===== src/rtl/trng_harvest_ctrl.sv =====
// Collects one bit per TRNG source per batch and packs batches MSB-first into a word.
// Best case one word in 2*(WORD_WIDTH/NUM_SRC)+1 cycles; the word is held until WORD_READY.
module trng_harvest_ctrl #(
    parameter int NUM_SRC    = 16,
    parameter int WORD_WIDTH = 16,
    parameter int TIMEOUT    = 1023
) (
    input  logic                  i_clk,
    input  logic                  i_rst_n,
    input  logic                  i_req,
    output logic                  o_src_en,
    input  logic [NUM_SRC-1:0]    i_src_ready,
    input  logic [NUM_SRC-1:0]    i_src_bit,
    output logic [NUM_SRC-1:0]    o_src_ack,
    output logic [WORD_WIDTH-1:0] o_word,
    output logic                  o_word_valid,
    input  logic                  i_word_ready,
    output logic                  o_busy,
    output logic                  o_timeout_err
);
    localparam int NB = WORD_WIDTH / NUM_SRC;
    localparam int BW = (NB > 1) ? $clog2(NB) : 1;
    localparam int TW = $clog2(TIMEOUT + 1);

    localparam logic [1:0] S_IDLE    = 2'd0;
    localparam logic [1:0] S_HARVEST = 2'd1;
    localparam logic [1:0] S_SHIFT   = 2'd2;
    localparam logic [1:0] S_PRESENT = 2'd3;

    logic [1:0]            r_state;
    logic [NUM_SRC-1:0]    r_seen;
    logic [NUM_SRC-1:0]    r_cap;
    logic [NUM_SRC-1:0]    r_ack;
    logic [TW-1:0]         r_timer;
    logic [BW-1:0]         r_batch;
    logic [WORD_WIDTH-1:0] r_word;
    logic                  r_err;

    logic [NUM_SRC-1:0]    w_new;
    logic                  w_all;
    logic [TW-1:0]         w_timer_inc;
    logic [WORD_WIDTH-1:0] w_shift_next;

    // A source counts once per batch: later READY pulses are ignored until the seen mask clears.
    assign w_new       = i_src_ready & ~r_seen;
    assign w_all       = &(r_seen | i_src_ready);
    assign w_timer_inc = r_timer + 1'b1;

    generate
        if (NB == 1) begin : g_single
            assign w_shift_next = r_cap;
        end else begin : g_multi
            logic [WORD_WIDTH-NUM_SRC-1:0] r_hist;
            always_ff @(posedge i_clk or negedge i_rst_n) begin
                if (!i_rst_n)
                    r_hist <= '0;
                else if (r_state == S_IDLE && i_req)
                    r_hist <= '0;
                else if (r_state == S_SHIFT)
                    r_hist <= w_shift_next[WORD_WIDTH-NUM_SRC-1:0];
            end
            assign w_shift_next = {r_hist, r_cap};
        end
    endgenerate

    always_ff @(posedge i_clk or negedge i_rst_n) begin
        if (!i_rst_n) begin
            r_state <= S_IDLE;
            r_seen  <= '0;
            r_cap   <= '0;
            r_ack   <= '0;
            r_timer <= '0;
            r_batch <= '0;
            r_word  <= '0;
            r_err   <= 1'b0;
        end else begin
            r_ack <= '0;
            case (r_state)
                S_IDLE: begin
                    if (i_req) begin
                        r_state <= S_HARVEST;
                        r_seen  <= '0;
                        r_cap   <= '0;
                        r_timer <= '0;
                        r_batch <= '0;
                        r_word  <= '0;
                        r_err   <= 1'b0;
                    end
                end
                S_HARVEST: begin
                    r_ack  <= w_new;
                    r_seen <= r_seen | w_new;
                    r_cap  <= (r_cap & ~w_new) | (i_src_bit & w_new);
                    // Completion wins over timeout when both land in the same cycle.
                    if (w_all) begin
                        r_state <= S_SHIFT;
                    end else begin
                        r_timer <= w_timer_inc;
                        if (w_timer_inc == TW'(TIMEOUT)) begin
                            r_err   <= 1'b1;
                            r_state <= S_IDLE;
                        end
                    end
                end
                S_SHIFT: begin
                    r_seen  <= '0;
                    r_timer <= '0;
                    if (r_batch == BW'(NB - 1)) begin
                        r_state <= S_PRESENT;
                        r_word  <= w_shift_next;
                    end else begin
                        r_batch <= r_batch + 1'b1;
                        r_state <= S_HARVEST;
                    end
                end
                S_PRESENT: begin
                    if (i_word_ready)
                        r_state <= S_IDLE;
                end
                default: r_state <= S_IDLE;
            endcase
        end
    end

    assign o_src_en      = (r_state == S_HARVEST) || (r_state == S_SHIFT);
    assign o_busy        = (r_state != S_IDLE);
    assign o_word_valid  = (r_state == S_PRESENT);
    assign o_src_ack     = r_ack;
    assign o_word        = r_word;
    assign o_timeout_err = r_err;
endmodule


===== config.mk =====
export PLATFORM = sky130hd
export DESIGN_NAME = trng_harvest_ctrl
export DESIGN_NICKNAME = d
export VERILOG_FILES = /design/src/rtl/trng_harvest_ctrl.sv
export SDC_FILE = /design/constraint.sdc
export NUM_CORES = 1
export LEC_CHECK = 0
export ABC_AREA = 1
export ABC_CLOCK_PERIOD_IN_PS = 2100
export CORE_MARGIN = 5
export CORE_UTILIZATION = 51
export CTS_CLUSTER_DIAMETER = 100
export DETAILED_ROUTE_END_ITERATION = 8
export PLACE_DENSITY = 0.79
export RECOVER_POWER = 50
export SLEW_MARGIN = 25
export SYNTH_ARGS = -nofsm -noshare
export SYNTH_HDL_FRONTEND = slang
export SYNTH_SLANG_ARGS = --single-unit
export TNS_END_PERCENT = 50

===== constraint.sdc =====
create_clock -name i_clk -period 2.1 [get_ports i_clk]
set_input_delay 0.42 -clock i_clk [delete_from_list [all_inputs] [get_ports i_clk]]
set_output_delay 0.42 -clock i_clk [all_outputs]
set_load 0.1 [all_outputs]

==> results of run 1 <==
cell type report:
type / instances / area [um2]
repair buffers: 82 / 741
multi-input cells: 249 / 1280
well taps: 80 / 100
clock buffers: 11 / 141
fillers: 544 / 2260
inverters: 65 / 246
flip-flops and latches: 77 / 1930
clock inverters: 5 / 58.8
cell families (layout without fill, tap and decap cells):
family          after synthesis  count (layout)  share of synthesized area (%)
simple gates                164             164                           21.6
flops                        77              77                           54.6
compound gates               77              77                           12.2
xor+xnor                      2               2                          0.497
buf+inv                      80             163                           8.97
fa+ha+maj                     6               6                           2.13
report_power, final:
group / total, mW / internal, mW / switching, mW / leakage [nW]
clock: 1.14 / 0.584 / 0.553 / 0.0959
combinational: 2.82 / 0.735 / 2.08 / 1.06
sequential: 2.05 / 1.86 / 0.190 / 1.02
critical path, delay by kind of cell (launching register included):
| kind | cells | cell delay, ns |
|---|---|---|
| buf+inv | 4 | 0.68 |
| fa+ha+maj | 1 | 0.22 |
| flops | 1 | 0.45 |
| simple gates | 3 | 0.30 |
| compound gates | 1 | 0.17 |
per-layer routing:
layer | part of all wire (%) | vias up | GRT usage [%]
met2 | 49 | 114 | 35.6
met4 | 2.3 | 0 | 10.1
met5 | 0 | - | 0
li1 | - | 1478 | -
met3 | 6.6 | 19 | 3.78
met1 | 42 | 1466 | 27.6
cells in the final DEF, fill, tap and decap left out, types with 3 or more instances in the layout:
cell,netlist,layout
nor3_1,20,20
nand3_1,42,42
inv_1,61,61
a21oi_1,4,4
ha_1,6,6
clkdlybuf4s50_1,0,34
a211oi_1,13,13
clkbuf_2,0,4
buf_12,0,4
buf_4,1,40
nand4_1,5,5
nand2_2,3,3
nor2_1,30,30
nand3_2,4,4
o21ai_0,56,56
nand2_1,55,55
clkbuf_8,0,10
dfrtp_1,77,77
stage by stage:
| stage | utilization, % | TNS (ns) | setup slack [ns] | instance area [um2] | hold WS [ns] |
|---|---|---|---|---|---|
| 2_1_floorplan | - | 0 | 0.106 | 3530 | 0.124 |
| 3_3_place_gp | 63.7 | 0 | 0.0228 | 4310 | 0.401 |
| 3_5_place_dp | 63.7 | -0.564 | -0.0959 | 4310 | 0.410 |
| 4_1_cts | 66.7 | 0 | 0.0718 | 4510 | 0.0265 |
| 5_1_grt | 66.6 | 0 | 0.0133 | 4500 | 0.259 |
| 6_report | 66.6 | 0 | 0.139 | 4500 | 0.194 |
worst paths after layout:
check                           slack, ns             to       start
worst max-delay path                 0.14       r_cap[0]  r_state[0]
worst min-delay path                 0.19     r_timer[9]     i_rst_n
worst max register to register       0.14       r_cap[0]  r_state[0]
worst min register to register       0.44  o_src_ack[13]  r_seen[13]
max in group asynchronous            1.17   o_src_ack[8]     i_rst_n
min in group i_clk                   0.44  o_src_ack[13]  r_seen[13]
timing repair:
item / in CTS / in global routing
endpoints found under the setup margin: 0 / 16
gates resized for setup: 0 / 2
hold buffers: 0 / 0
flip-flops by register name, summed over array words and instances, names as in the netlist, named ones only:
register,flops
o_src_ack,16
o_timeout_err,1
o_word,16
r_cap,16
r_seen,16
r_state,1
r_timer,10
==> reports/metrics.yaml, run 1 <==
clk_latency_ns: 0.35
netlist_top_cells_count: "77 x dfrtp_1, 61 x inv_1, 56 x o21ai_0, 55 x nand2_1, 42 x nand3_1"
dpl.cell_count: 553
path_max_fanout: 17
drive_gt1_share_pct: 16.2
io_buffers: 71
core-area_um2: 6760
post_cts_buffers: 0
rows: 30
cts_buffer_depth: 2
grt_max_degree: 44
boundaryPins: 72
syn_to_final_growth_pct: 27.5
hold_viol: 0
synth_seq_area_share_pct: 54.6
synth_area_um2: 3530
dieArea_um2: 8680
synth_nets: 448
cap_violations: 0
critPathKind: "reg -> reg"
yosys.area.top_type: "dfrtp_1"
drtAntennaViolNets: 0
dp_hpwl_um: 6470
worst_slew_pin_slew_ns: 0.923
diodes: 0
rr_worst_depth: 9
fin_nets: 526
syn_inst: 406
overflow: 0
cp_cell_sequence: "inv_1, ha_1, inv_2, nor2_4, a21oi_1, buf_4, nand2_1, inv_4, nor3_1"
htreeDepth: 3
chipHeight_um: 93.2
period_needed_ns: 1.96
timing_max_transition_violations_final: 0
fin_crit_sh_pct: 93.4
clk_pin_slew_ns: 0.08
slowest_delay_ns: 0.45
finalSetupViolCount: 0
relSlewSlack_pct: 38.5
critPathCaptureType: "register"
routabilityCongestion: 0.854
critPathArrivalTime_ns: 2.20
avgSynthCellArea_um2: 8.69
p_per_area_nw_per_um2: 1340
routedWlPerCell_um: 15.7
grt_pass1_wl_um: 14500
grt_pass1_vias: 2977
clock_sinks: 77
routed_via_density: 5.41
synth_seq_cells: 77
routed_wl_um: 8910
synth-main-ff-cell: "dfrtp_1"
antenna_found_initial: 0
clockRootBuffer: "clkbuf_8"
ir_drop_mv: 0.816
yosysWarnings: 0
synth_edf_count: 0
synth_most_common_cell: "dfrtp_1"
start_util_pct: 52.2
cts_buffers: 9
max_freq_mhz: 510
first_pass_iters: 6
finalNonFillerCells: 569
skew_ns: 0.00891
start_kind: "register"
rsz0062_at_grt: "false"
grt_usage_pct: 21.6
vias: 3077
yosys.cell_types.count: 28
total_power_mw: 6.01
outcome: "completed"
p_leak_nw: 2.18
initialDrtViolationCount: 181
synthTopCellsByArea: "dfrtp_1 55%, o21ai_0 7.9%, inv_1 6.5%"
required_ns: 2.34
cp_slowest_cell: "dfrtp_1"
yosysTopAreaCellShare_pct: 54.6
cts_tree: "built"
die_w_um: 93.2
drc: 0
async_reset_ff_share_pct: 100
hold_path_class: "in -> async"
No activity file was read; power rests on OpenSTA's default activity.
==> run 2, diff against run 1 <==
CORE_MARGIN = 2   (was 5)
==> run 2 against run 1 <==
  * Design area grew 1.3%
  * Final cell count grew 0.35%
  * Die area shrank 12%
  * Largest cell class unchanged
  * Maximum frequency grew 2.1%
  * Combinational power is essentially flat
  * Core utilization grew 0.83 points
==> reports/metrics.yaml, run 2 (synthesized netlist as in run 1, its figures left out) <==
dp_hpwl_um: 6060  # -6.4%
final_common_cell: "dfrtp_1"
io_buffers: 71  # unchanged
cts_tree: "built"
cap_violations: 0  # unchanged
boundaryPins: 72  # unchanged
antenna_found_initial: 0  # unchanged
grt_pass1_wl_um: 14100  # -3.2%
diodes: 0  # unchanged
ir_drop_mv: 0.709  # -13%
routed_via_density: 5.41  # +0.10%
p_leak_nw: 2.21  # +1.2%
max_freq_mhz: 521  # +2.1%
critPathKind: "reg -> reg"
initialDrtViolationCount: 179  # -1.1%
dp_slack_ns: -0.0448  # +0.0511 ns
die_w_um: 87.2  # -6.4%
grt_usage_pct: 24.2  # +2.6 points
chipHeight_um: 87.2  # -6.4%
drtAntennaViolNets: 0  # unchanged
clockRootBuffer: "clkbuf_8"
rr_endpoint: "r_timer[8]"
routedWlPerCell_um: 14.8  # -5.7%
grt_pass1_vias: 3080  # +3.5%
clk_pin_slew_ns: 0.08  # about the same
hold_viol: 0  # unchanged
rsz0062_at_grt: "false"
drc: 0  # unchanged
finalSetupViolCount: 0  # unchanged
total_power_mw: 6.18  # +2.8%
grt_max_degree: 52  # +18%
mostFrequentLayoutCells: "77 x dfrtp_1, 61 x inv_1, 56 x o21ai_0"
fin_nets: 528  # +0.38%
fin_crit_sh_pct: 91.5  # -1.9 points
start_kind: "register"
routed_wl_um: 8430  # -5.4%
relSlewSlack_pct: 53.7  # +15 points
period_needed_ns: 1.92  # -0.0408 ns
dpl.cell_count: 554  # +0.18%
required_ns: 2.35  # about the same
hp-start: "r_seen[15]"
critPathArrivalTime_ns: 2.17  # -0.03 ns
path_max_fanout: 10  # -7
worst_slew_pin_slew_ns: 0.695  # -0.228 ns
drive_gt1_share_pct: 16.3  # +0.14 points
routabilityCongestion: 0.881  # +3.2%
post_cts_buffers: 0  # unchanged
p_per_area_nw_per_um2: 1360  # +1.5%
outcome: "completed"
start_util_pct: 52.2  # unchanged
critPathCaptureType: "register"
hold_path_depth: 1
dieArea_um2: 7600  # -12%
clk_latency_ns: 0.35  # about the same
timing_max_transition_violations_final: 0  # unchanged
skew_ns: 0.0103  # +0.00138 ns
r2r_slack_ns: 0.18  # +0.04 ns
overflow: 0  # unchanged
rr_worst_depth: 8  # -1
finalNonFillerCells: 571  # +0.35%
hold_path_class: "reg -> reg"
setup_ws_ns: 0.179  # +0.0408 ns
clock_sinks: 77  # unchanged
vias: 3091  # +0.45%
htreeDepth: 3  # unchanged
first_pass_iters: 4  # -2
cts_buffer_depth: 2  # unchanged
rows: 30  # unchanged
fillers: 532  # -2.2%
worstReg2RegStart: "r_state[0]"
worstHoldEndpoint: "o_src_ack[15]"
core-area_um2: 6760  # unchanged
syn_to_final_growth_pct: 29.1
cts_buffers: 9  # unchanged
[run 2: changes by cell type in the layout (fill, tap and decap cells not counted), sizes merged]
cell,delta
bufinv,+1
clkinvlp,-1
dlygate4sd3,+1
inv,+1
[run 2: stage by stage]
step	util (%)	TNS, ns	cell area, um2	hold slack [ns]
floorplan	-	0	3530	0.124
global placement	64.0	0	4330	0.351
detailed placement	64.0	-0.189	4330	0.361
CTS	67.6	0	4570	0.430
global route	67.4	0	4560	0.443
finish	67.4	0	4560	0.429
[run 2: where the power goes]
part	switching (mW)	internal [mW]
sequential	0.200	1.86
clock	0.579	0.712
combinational	2.05	0.770
[run 2: per-layer routing]
layer | up-vias | track usage [%] | share of wire (%)
li1 | 1490 | - | -
met1 | 1469 | 32.8 | 44
met2 | 112 | 38.0 | 47
met3 | 20 | 5.02 | 6.3
met4 | 0 | 10.5 | 2.8
met5 | - | 0 | 0
[run 2: how the worst max path moves through the flow]
stage	startpoint	end	slack, ns	cells past startpoint
after CTS	r_state[0]	r_timer[8]	0.13	9
after detailed placement	i_src_ready[15]	r_timer[8]	-0.04	12
final	r_state[0]	r_timer[8]	0.18	8
after floorplan	r_state[0]	r_seen[15]	0.11	5
after global placement	i_src_ready[15]	r_timer[2]	0.006	12
after global routing	r_state[0]	o_word[14]	0.01	8
[run 2: final cells by class]
cell class,instances,area (um2),share of cell area (%)
flip-flops and latches,77,1930,42.3
multi-input cells,249,1290,28.3
repair buffers,84,766,16.8
inverters,65,244,5.36
clock buffers,10,138,3.02
well taps,80,100,2.20
clock inverters,6,93.8,2.06
[run 2: timing repair]
item / in CTS / in global routing
resized for setup: 0 / 1
setup endpoints to repair: 0 / 3
hold endpoints to repair: 26 / 0
hold buffers: 1 / 0
[run 2: worst max-delay path, cell delays in order (launching register included)]
cell and delay (ns):
dfrtp_1 0.45, ha_1 0.24, inv_1 0.09, clkbuf_1 0.35, nor2_1 0.13, inv_1 0.10
nand2_1 0.08, buf_4 0.17, o31ai_1 0.21
